[src/rtl/lnrv_exu_alu_pkg.sv]
// -----------------------------------------------------------------------------
// lnrv_exu_alu_pkg
//   Shared definitions for the EXU integer ALU.
//   - Op-bus macros (`ALU_OP_BUS_WIDTH and the `ALU_OP_* bit indices). These are
//     the lnrv_def.v contents, kept here so they are defined before any ALU
//     file that uses them.
//   - Serial-shifter FSM state and shift-mode enums, plus a one-bit shift helper.
//   Used with the optional serial shifter build (macro LNRV_ALU_SERIAL_SHIFT_EN).
// -----------------------------------------------------------------------------
`ifndef LNRV_DEF_V
`define LNRV_DEF_V
`define ALU_OP_BUS_WIDTH 15
`define ALU_OP_ADD   0
`define ALU_OP_SUB   1
`define ALU_OP_SLT   2
`define ALU_OP_SLTU  3
`define ALU_OP_XOR   4
`define ALU_OP_OR    5
`define ALU_OP_AND   6
`define ALU_OP_SLL   7
`define ALU_OP_SRL   8
`define ALU_OP_SRA   9
`define ALU_OP_PASS2 10
`define ALU_OP_EQ    11
`define ALU_OP_NE    12
`define ALU_OP_GE    13
`define ALU_OP_GEU   14
`endif

package lnrv_exu_alu_pkg;

  localparam int ALU_XLEN = 32;

  // Serial shifter FSM states.
  typedef enum logic {
    SH_IDLE  = 1'b0,
    SH_SHIFT = 1'b1
  } shift_state_e;

  // Shift direction / fill captured at accept time.
  typedef enum logic [1:0] {
    SH_LL = 2'd0,
    SH_RL = 2'd1,
    SH_RA = 2'd2
  } shift_mode_e;

  // One bit of shift in the selected direction; SRA replicates bit 31.
  function automatic logic [ALU_XLEN-1:0] shift_one(input logic [ALU_XLEN-1:0] v,
                                                    input shift_mode_e m);
    logic [ALU_XLEN-1:0] r;
    case (m)
      SH_LL:   r = {v[ALU_XLEN-2:0], 1'b0};
      SH_RL:   r = {1'b0, v[ALU_XLEN-1:1]};
      SH_RA:   r = {v[ALU_XLEN-1], v[ALU_XLEN-1:1]};
      default: r = v;
    endcase
    return r;
  endfunction

endpackage

[src/rtl/lnrv_exu_alu_serial_shifter.sv]
// -----------------------------------------------------------------------------
// lnrv_exu_alu_serial_shifter
//   Iterative 1-bit/cycle shifter used when LNRV_ALU_SERIAL_SHIFT_EN is defined.
//   Ports:
//     clk, rst    : clock, synchronous active-high reset
//     flush       : abort any shift in progress (back to IDLE, no result)
//     start_i     : load in1/shamt/mode and enter SHIFT (shamt must be non-zero)
//     mode_i      : shift direction/fill
//     in1_i       : value to shift
//     shamt_i     : shift amount (1..31)
//     state_o     : current FSM state (SHIFT means busy)
//     done_o      : final shift cycle; res_o is the finished value this cycle
//     res_o       : shifted value to write into the result register
// -----------------------------------------------------------------------------
module lnrv_exu_alu_serial_shifter
  import lnrv_exu_alu_pkg::*;
(
  input  logic                clk,
  input  logic                rst,
  input  logic                flush,
  input  logic                start_i,
  input  shift_mode_e         mode_i,
  input  logic [ALU_XLEN-1:0] in1_i,
  input  logic [4:0]          shamt_i,
  output shift_state_e        state_o,
  output logic                done_o,
  output logic [ALU_XLEN-1:0] res_o
);

  shift_state_e        state_q, state_d;
  shift_mode_e         mode_q, mode_d;
  logic [ALU_XLEN-1:0] work_q, work_d;
  logic [4:0]          cnt_q, cnt_d;
  logic [ALU_XLEN-1:0] shifted;

  always_comb begin
    state_d = state_q;
    mode_d  = mode_q;
    work_d  = work_q;
    cnt_d   = cnt_q;
    done_o  = 1'b0;
    shifted = shift_one(work_q, mode_q);
    res_o   = shifted;
    case (state_q)
      SH_IDLE: begin
        if (start_i) begin
          work_d  = in1_i;
          cnt_d   = shamt_i;
          mode_d  = mode_i;
          state_d = SH_SHIFT;
        end
      end
      SH_SHIFT: begin
        work_d = shifted;
        cnt_d  = cnt_q - 5'd1;
        // Counter at 1 means this cycle's shift is the last one.
        if (cnt_q == 5'd1) begin
          done_o  = 1'b1;
          state_d = SH_IDLE;
        end
      end
      default: state_d = SH_IDLE;
    endcase
    if (flush) begin
      state_d = SH_IDLE;
      done_o  = 1'b0;
    end
  end

  always_ff @(posedge clk) begin
    if (rst) begin
      state_q <= SH_IDLE;
      mode_q  <= SH_LL;
      work_q  <= '0;
      cnt_q   <= '0;
    end else begin
      state_q <= state_d;
      mode_q  <= mode_d;
      work_q  <= work_d;
      cnt_q   <= cnt_d;
    end
  end

  assign state_o = state_q;

endmodule

[src/rtl/lnrv_exu_alu.sv]
// -----------------------------------------------------------------------------
// lnrv_exu_alu
//   Shared integer ALU of the EXU. Computes one operation per accepted request
//   and holds the result in a one-entry output register.
//   Handshake: a transfer happens on a port in any cycle where its vld and rdy
//   are both 1; vld never depends on rdy, and a held result stays stable until
//   it is taken.
//   Ports:
//     clk, rst     : clock, synchronous active-high reset (priority over flush)
//     flush        : drop buffered result / in-flight shift, accept nothing
//     alu_op_vld/rdy, alu_op_bus (one-hot), alu_in1, alu_in2 : request
//     alu_res_vld/rdy, alu_res                              : result
//   Build option: LNRV_ALU_SERIAL_SHIFT_EN replaces the barrel shifter with the
//   lnrv_exu_alu_serial_shifter (1 bit per cycle, latency shamt+1).
// -----------------------------------------------------------------------------
module lnrv_exu_alu
  import lnrv_exu_alu_pkg::*;
#(
  parameter int XLEN = 32
) (
  input  logic                         clk,
  input  logic                         rst,
  input  logic                         flush,
  input  logic                         alu_op_vld,
  output logic                         alu_op_rdy,
  input  logic [`ALU_OP_BUS_WIDTH-1:0] alu_op_bus,
  input  logic [XLEN-1:0]              alu_in1,
  input  logic [XLEN-1:0]              alu_in2,
  output logic                         alu_res_vld,
  input  logic                         alu_res_rdy,
  output logic [XLEN-1:0]              alu_res
);

  logic [4:0]      shamt;
  logic            slt, sltu, eq;
  logic [XLEN-1:0] sll_r, srl_r, sra_r;
  logic [XLEN-1:0] op_res;

  logic            res_vld_q, res_vld_d;
  logic [XLEN-1:0] res_q, res_d;

  logic            op_acc, pop;
  logic            long_shift, shift_busy, shift_done;
  logic [XLEN-1:0] shift_res;

  assign shamt = alu_in2[4:0];
  assign slt   = $signed(alu_in1) < $signed(alu_in2);
  assign sltu  = alu_in1 < alu_in2;
  assign eq    = alu_in1 == alu_in2;

`ifdef LNRV_ALU_SERIAL_SHIFT_EN
  shift_state_e shift_state;
  shift_mode_e  shift_mode;
  logic         is_shift;

  assign is_shift   = alu_op_bus[`ALU_OP_SLL] | alu_op_bus[`ALU_OP_SRL] |
                      alu_op_bus[`ALU_OP_SRA];
  // shamt==0 shifts complete through the normal latency-1 path.
  assign long_shift = is_shift & (shamt != 5'd0);
  assign shift_mode = alu_op_bus[`ALU_OP_SRA] ? SH_RA :
                      alu_op_bus[`ALU_OP_SRL] ? SH_RL : SH_LL;
  // Zero-amount shift result is the operand itself.
  assign sll_r = alu_in1;
  assign srl_r = alu_in1;
  assign sra_r = alu_in1;

  lnrv_exu_alu_serial_shifter u_shifter (
    .clk     (clk),
    .rst     (rst),
    .flush   (flush),
    .start_i (op_acc & long_shift),
    .mode_i  (shift_mode),
    .in1_i   (alu_in1),
    .shamt_i (shamt),
    .state_o (shift_state),
    .done_o  (shift_done),
    .res_o   (shift_res)
  );

  assign shift_busy = (shift_state == SH_SHIFT);
`else
  assign sll_r      = alu_in1 << shamt;
  assign srl_r      = alu_in1 >> shamt;
  assign sra_r      = XLEN'($signed(alu_in1) >>> shamt);
  assign long_shift = 1'b0;
  assign shift_busy = 1'b0;
  assign shift_done = 1'b0;
  assign shift_res  = '0;
`endif

  // AND-OR result select: no bit set gives 0, multi-hot ORs the results.
  always_comb begin
    op_res = '0;
    op_res |= {XLEN{alu_op_bus[`ALU_OP_ADD]}}   & (alu_in1 + alu_in2);
    op_res |= {XLEN{alu_op_bus[`ALU_OP_SUB]}}   & (alu_in1 - alu_in2);
    op_res |= {XLEN{alu_op_bus[`ALU_OP_SLT]}}   & {{(XLEN-1){1'b0}}, slt};
    op_res |= {XLEN{alu_op_bus[`ALU_OP_SLTU]}}  & {{(XLEN-1){1'b0}}, sltu};
    op_res |= {XLEN{alu_op_bus[`ALU_OP_XOR]}}   & (alu_in1 ^ alu_in2);
    op_res |= {XLEN{alu_op_bus[`ALU_OP_OR]}}    & (alu_in1 | alu_in2);
    op_res |= {XLEN{alu_op_bus[`ALU_OP_AND]}}   & (alu_in1 & alu_in2);
    op_res |= {XLEN{alu_op_bus[`ALU_OP_SLL]}}   & sll_r;
    op_res |= {XLEN{alu_op_bus[`ALU_OP_SRL]}}   & srl_r;
    op_res |= {XLEN{alu_op_bus[`ALU_OP_SRA]}}   & sra_r;
    op_res |= {XLEN{alu_op_bus[`ALU_OP_PASS2]}} & alu_in2;
    op_res |= {XLEN{alu_op_bus[`ALU_OP_EQ]}}    & {{(XLEN-1){1'b0}}, eq};
    op_res |= {XLEN{alu_op_bus[`ALU_OP_NE]}}    & {{(XLEN-1){1'b0}}, ~eq};
    op_res |= {XLEN{alu_op_bus[`ALU_OP_GE]}}    & {{(XLEN-1){1'b0}}, ~slt};
    op_res |= {XLEN{alu_op_bus[`ALU_OP_GEU]}}   & {{(XLEN-1){1'b0}}, ~sltu};
  end

  // Accept only when the result register is empty or being drained this cycle,
  // so a finished op (or serial shift) always has somewhere to land.
  assign alu_op_rdy = ~flush & (~res_vld_q | alu_res_rdy) & ~shift_busy;
  assign op_acc     = alu_op_vld & alu_op_rdy;
  assign pop        = res_vld_q & alu_res_rdy;

  always_comb begin
    res_vld_d = res_vld_q;
    res_d     = res_q;
    if (flush) begin
      res_vld_d = 1'b0;
    end else if (shift_done) begin
      res_vld_d = 1'b1;
      res_d     = shift_res;
    end else if (op_acc & ~long_shift) begin
      res_vld_d = 1'b1;
      res_d     = op_res;
    end else if (pop) begin
      // Value is kept; only valid drops.
      res_vld_d = 1'b0;
    end
  end

  always_ff @(posedge clk) begin
    if (rst) begin
      res_vld_q <= 1'b0;
      res_q     <= '0;
    end else begin
      res_vld_q <= res_vld_d;
      res_q     <= res_d;
    end
  end

  assign alu_res_vld = res_vld_q;
  assign alu_res     = res_q;

endmodule

[config.mk]
export PLATFORM = sky130hd
export DESIGN_NAME = lnrv_exu_alu
export DESIGN_NICKNAME = d
export VERILOG_FILES = /design/src/rtl/lnrv_exu_alu_pkg.sv /design/src/rtl/lnrv_exu_alu_serial_shifter.sv /design/src/rtl/lnrv_exu_alu.sv
export SDC_FILE = /design/constraint.sdc
export NUM_CORES = 1
export LEC_CHECK = 0
export BUFFER_PORTS_ARGS = -buffer_cell sky130_fd_sc_hd__buf_2
export CORE_ASPECT_RATIO = 1.1
export CORE_MARGIN = 5
export CORE_UTILIZATION = 44
export CTS_CLUSTER_SIZE = 8
export DETAILED_ROUTE_END_ITERATION = 10
export PLACE_DENSITY_LB_ADDON = 0.12
export SLEW_MARGIN = 25
export SYNTH_ARGS = -nofsm -noshare
export SYNTH_HDL_FRONTEND = slang
export SYNTH_HIERARCHICAL = 1
export SYNTH_SLANG_ARGS = --single-unit
[constraint.sdc]
create_clock -name clk -period 4.7 [get_ports clk]
set_clock_uncertainty 0.2 [all_clocks]
set_input_delay 0.705 -clock clk [delete_from_list [all_inputs] [get_ports clk]]
set_output_delay 0.705 -clock clk [all_outputs]
set_load 0.01 [all_outputs]
==> metrics.txt <==
core area=~0.023 mm2; vias in the first global route=approximately 11000; R2R setup slack=about 1.4 ns; Die ar.=0.0261 mm2; Post-synth EDFFs=0; Worst slew margin=33.6%; clock share of power=~17%; CTS tree=yes; Total Routed Length=46300 um; VDD IR max=approximately 120 uV; Placer Congestion=between 1 and 1.5; Root Driver=clkbuf_16; Tmin final=3.99 ns; LEAKAGE=between 4 and 5 nW; WHS Path Cells=2; Max-Cap Viols=0; Crit path required time=4.70 ns; Layout Nets=between 1500 and 2000; CTS max path bufs=2; initial antenna violation count=1; hold violation total from the final report=0; Avg Inst Size Synth=~6.9 um2; first-pass GRT wire length=68800 um; setup TNS=0 ns; CTS Buf Count=5; Clock transition at path regs=approximately 0.06 ns; synthesized flop and latch total=33; Gate Count Post-Synth=~1500; critical path startpoint category=primary input; Hold/Removal Path Class=register to register; post-DP HPWL=about 36000 um; RSZ-0062 raised after global routing=no; Critical-path top delay cell=a32oi_4; share of cells above drive strength 1=between 10% and 20%; Synth Area in XOR/XNOR=about 2.4%; WHS=about 0.28 ns; Fill cells=about 2400; largest family of logic cells by synthesized area=compound AO/OA/AOI/OAI gates; Hold Crit Start=alu_res[9]; H-tree levels=2; Synth Area in Compound Gates=34.0%; n_diodes=0; area grow syn2layout=8.99%; sequential share of power=15.7%; Buffers on Ports=between 100 and 150; Pwr Density=181 mW/mm2; largest net degree at the start of global routing=65; Peak Freq=0.251 GHz; PostCTS Resize Cnt=0; Ys Warns=6; via count=roughly 12000; Worst R2R End=alu_res[16]; worst-path cell chain=buf_4, ha_1, inv_1, fa_1, nor3b_1, a211oi_1, buf_4, a31oi_1, a32oi_4, a2bb2oi_4, o21ai_2, a221oi_2, mux2_1, a311oi_1; Crit Path Category=primary input to register; Post-Synth Simple-Gate Area=21.0%; Seq/Total Area, Yosys=under 10%; Post-CTS Setup Bufs=0; clk_lat worst skew=~0.29 ns; clock sinks=33; CP Max Fanout=19; P_sw=0.00102 W; Syn Std Cell Area=0.0101 mm2; hold endpoint=alu_res[9]; DRC violation count after routing=0; # setup viols final=0; max incr delay on CP=approximately 0.43 ns; post-synth cell types=89; die height=between 150 and 200 um; most used cell, CP=buf_4; status=completed; Slew Viols, Final=0; IO Count=between 100 and 150; most frequent cells in the layout=nor2_1 (185), a21oi_1 (128), nand2_1 (126); die span in x=around 150 um; worst r2r src=alu_res_vld; area leader, netlist=ha_1; Hold Buf Count CTS=0; syn nets=~1600; Initial Util=approximately 44%; worst-margin pin slew=0.988 ns; Vias per Instance=between 6 and 7; Sw Ratio=roughly half; most used flip-flop cell after synthesis=dfxtp_1; multiplexer area fraction after synthesis=between 10% and 20%; Worst EP arrival=roughly 4.0 ns; routed len/inst=25.6 um; crit path capture type=register; final worst-path cycle share=between 80% and 90%; r2r worst-path depth=10; top-area cell type share of the netlist area=between 10 and 15%; Int Pwr=a little under 0.001 W; total iterations of the first detailed-routing run=6; GRT overflow=0; Iter 0 DRT Violations=about 1500; overall routing resource usage=~34%; Synth Area in Adders=between 10% and 20%; Final ANT Viol Nets=0; cell row count=58; fraction of registers with async set/reset=0%; commonest non-fill, non-tap cell in the layout=nor2_1; combinational share of power=about two thirds; ranking of synthesized cells by area=ha_1 (12%), nor2_1 (6.9%), dfxtp_1 (6.5%)
==> cell usage after synthesis, drive strengths merged, types with 5 or more instances <==
library cell,number
a2111oi,9
a211o,6
a211oi,36
a21o,18
a21oi,129
a221o,5
a221oi,26
a22o,10
a22oi,21
a2bb2oi,5
a311oi,16
a31oi,18
and2,9
and3,8
buf,49
clkbuf,64
dfxtp,33
ha,97
inv,102
mux2,30
mux2i,66
mux4,20
nand2,126
nand2b,11
nand3,22
nand4,6
nor2,186
nor2b,15
nor3,40
nor4,11
o2111ai,14
o211ai,21
o21a,8
o21ai,84
o21bai,11
o221ai,9
o22ai,11
o311ai,7
o31ai,12
or2,8
or3,11
xnor2,19
xor2,9
==> critical path: cells and delay by family <==
| kind | cells | cell delay [ns] |
|---|---|---|
| and+or+nand+nor | 1 | 0.17 |
| adders and majority gates | 2 | 0.65 |
| AOI/OAI and AO/OA | 7 | 1.65 |
| buffers and inverters | 3 | 0.47 |
| muxes | 1 | 0.34 |
==> worst max-delay path by stage <==
stage / startpoint / endpoint / slack, ns / depth (start not counted)
2_1_floorplan: alu_in2[2] / alu_res[30] / 0.28 / 15
3_3_place_gp: alu_in2[0] / alu_res[30] / 0.52 / 14
3_5_place_dp: alu_in2[0] / alu_res[30] / 0.45 / 14
4_1_cts: alu_in2[0] / alu_res[30] / 0.73 / 14
5_1_grt: alu_in2[0] / alu_res[30] / 0.51 / 14
6_report: alu_in2[0] / alu_res[30] / 0.71 / 14
==> state kept, by name, indices dropped and copies added, names as in the netlist <==
register     count
alu_res_vld      1
alu_res         32
==> metrics by stage <==
stage | setup slack, ns | instances | utilization [%] | cell area, um2 | power (W)
6_report | 0.712 | 1813 | 48.5 | 11000 | 0.00199
4_1_cts | 0.733 | 1813 | 48.5 | 11000 | 0.00195
5_1_grt | 0.509 | 1813 | 48.5 | 11000 | 0.00210
3_5_place_dp | 0.450 | 1805 | 47.9 | 10900 | 0.00161
2_1_floorplan | 0.278 | 1459 | - | 10100 | 0.00118
3_3_place_gp | 0.515 | 1805 | 47.9 | 10900 | 0.00161
==> cell families after synthesis <==
kind of cell / count (synthesis)
AOI/OAI and AO/OA: 497
and+or+nand+nor: 469
buffers and inverters: 217
DFF: 33
muxes: 116
xor gates and xnor gates: 28
adders and majority gates: 99
==> power by group through the flow <==
stage	Clock [W]	Sequential (W)	Combinational [W]
finish	0.000343	0.000312	0.00133
global route	0.000357	0.000316	0.00143
CTS	0.000349	0.000313	0.00129
detailed placement	0	0.000319	0.00129
global placement	0	0.000318	0.00129
floorplan	0	0.000329	0.000854
==> routing by layer <==
metal | part of all wire, % | GRT usage, %
met1 | 43 | 49.4
met4 | 4.1 | 12.8
met2 | 43 | 50.8
met5 | 0.028 | 0
met3 | 9.7 | 4.09
==> layout make-up <==
class | count | area (um2) | share of cell area, %
multi-input combinational | 1209 | 8530 | 77.5
timing repair buffer | 159 | 916 | 8.32
sequential | 33 | 661 | 6.00
inverter | 104 | 390 | 3.55
tap | 300 | 375 | 3.41
clock buffer | 6 | 129 | 1.17
clock inverter | 2 | 10.0 | 0.0909
Power figures use the tool's default switching activity.
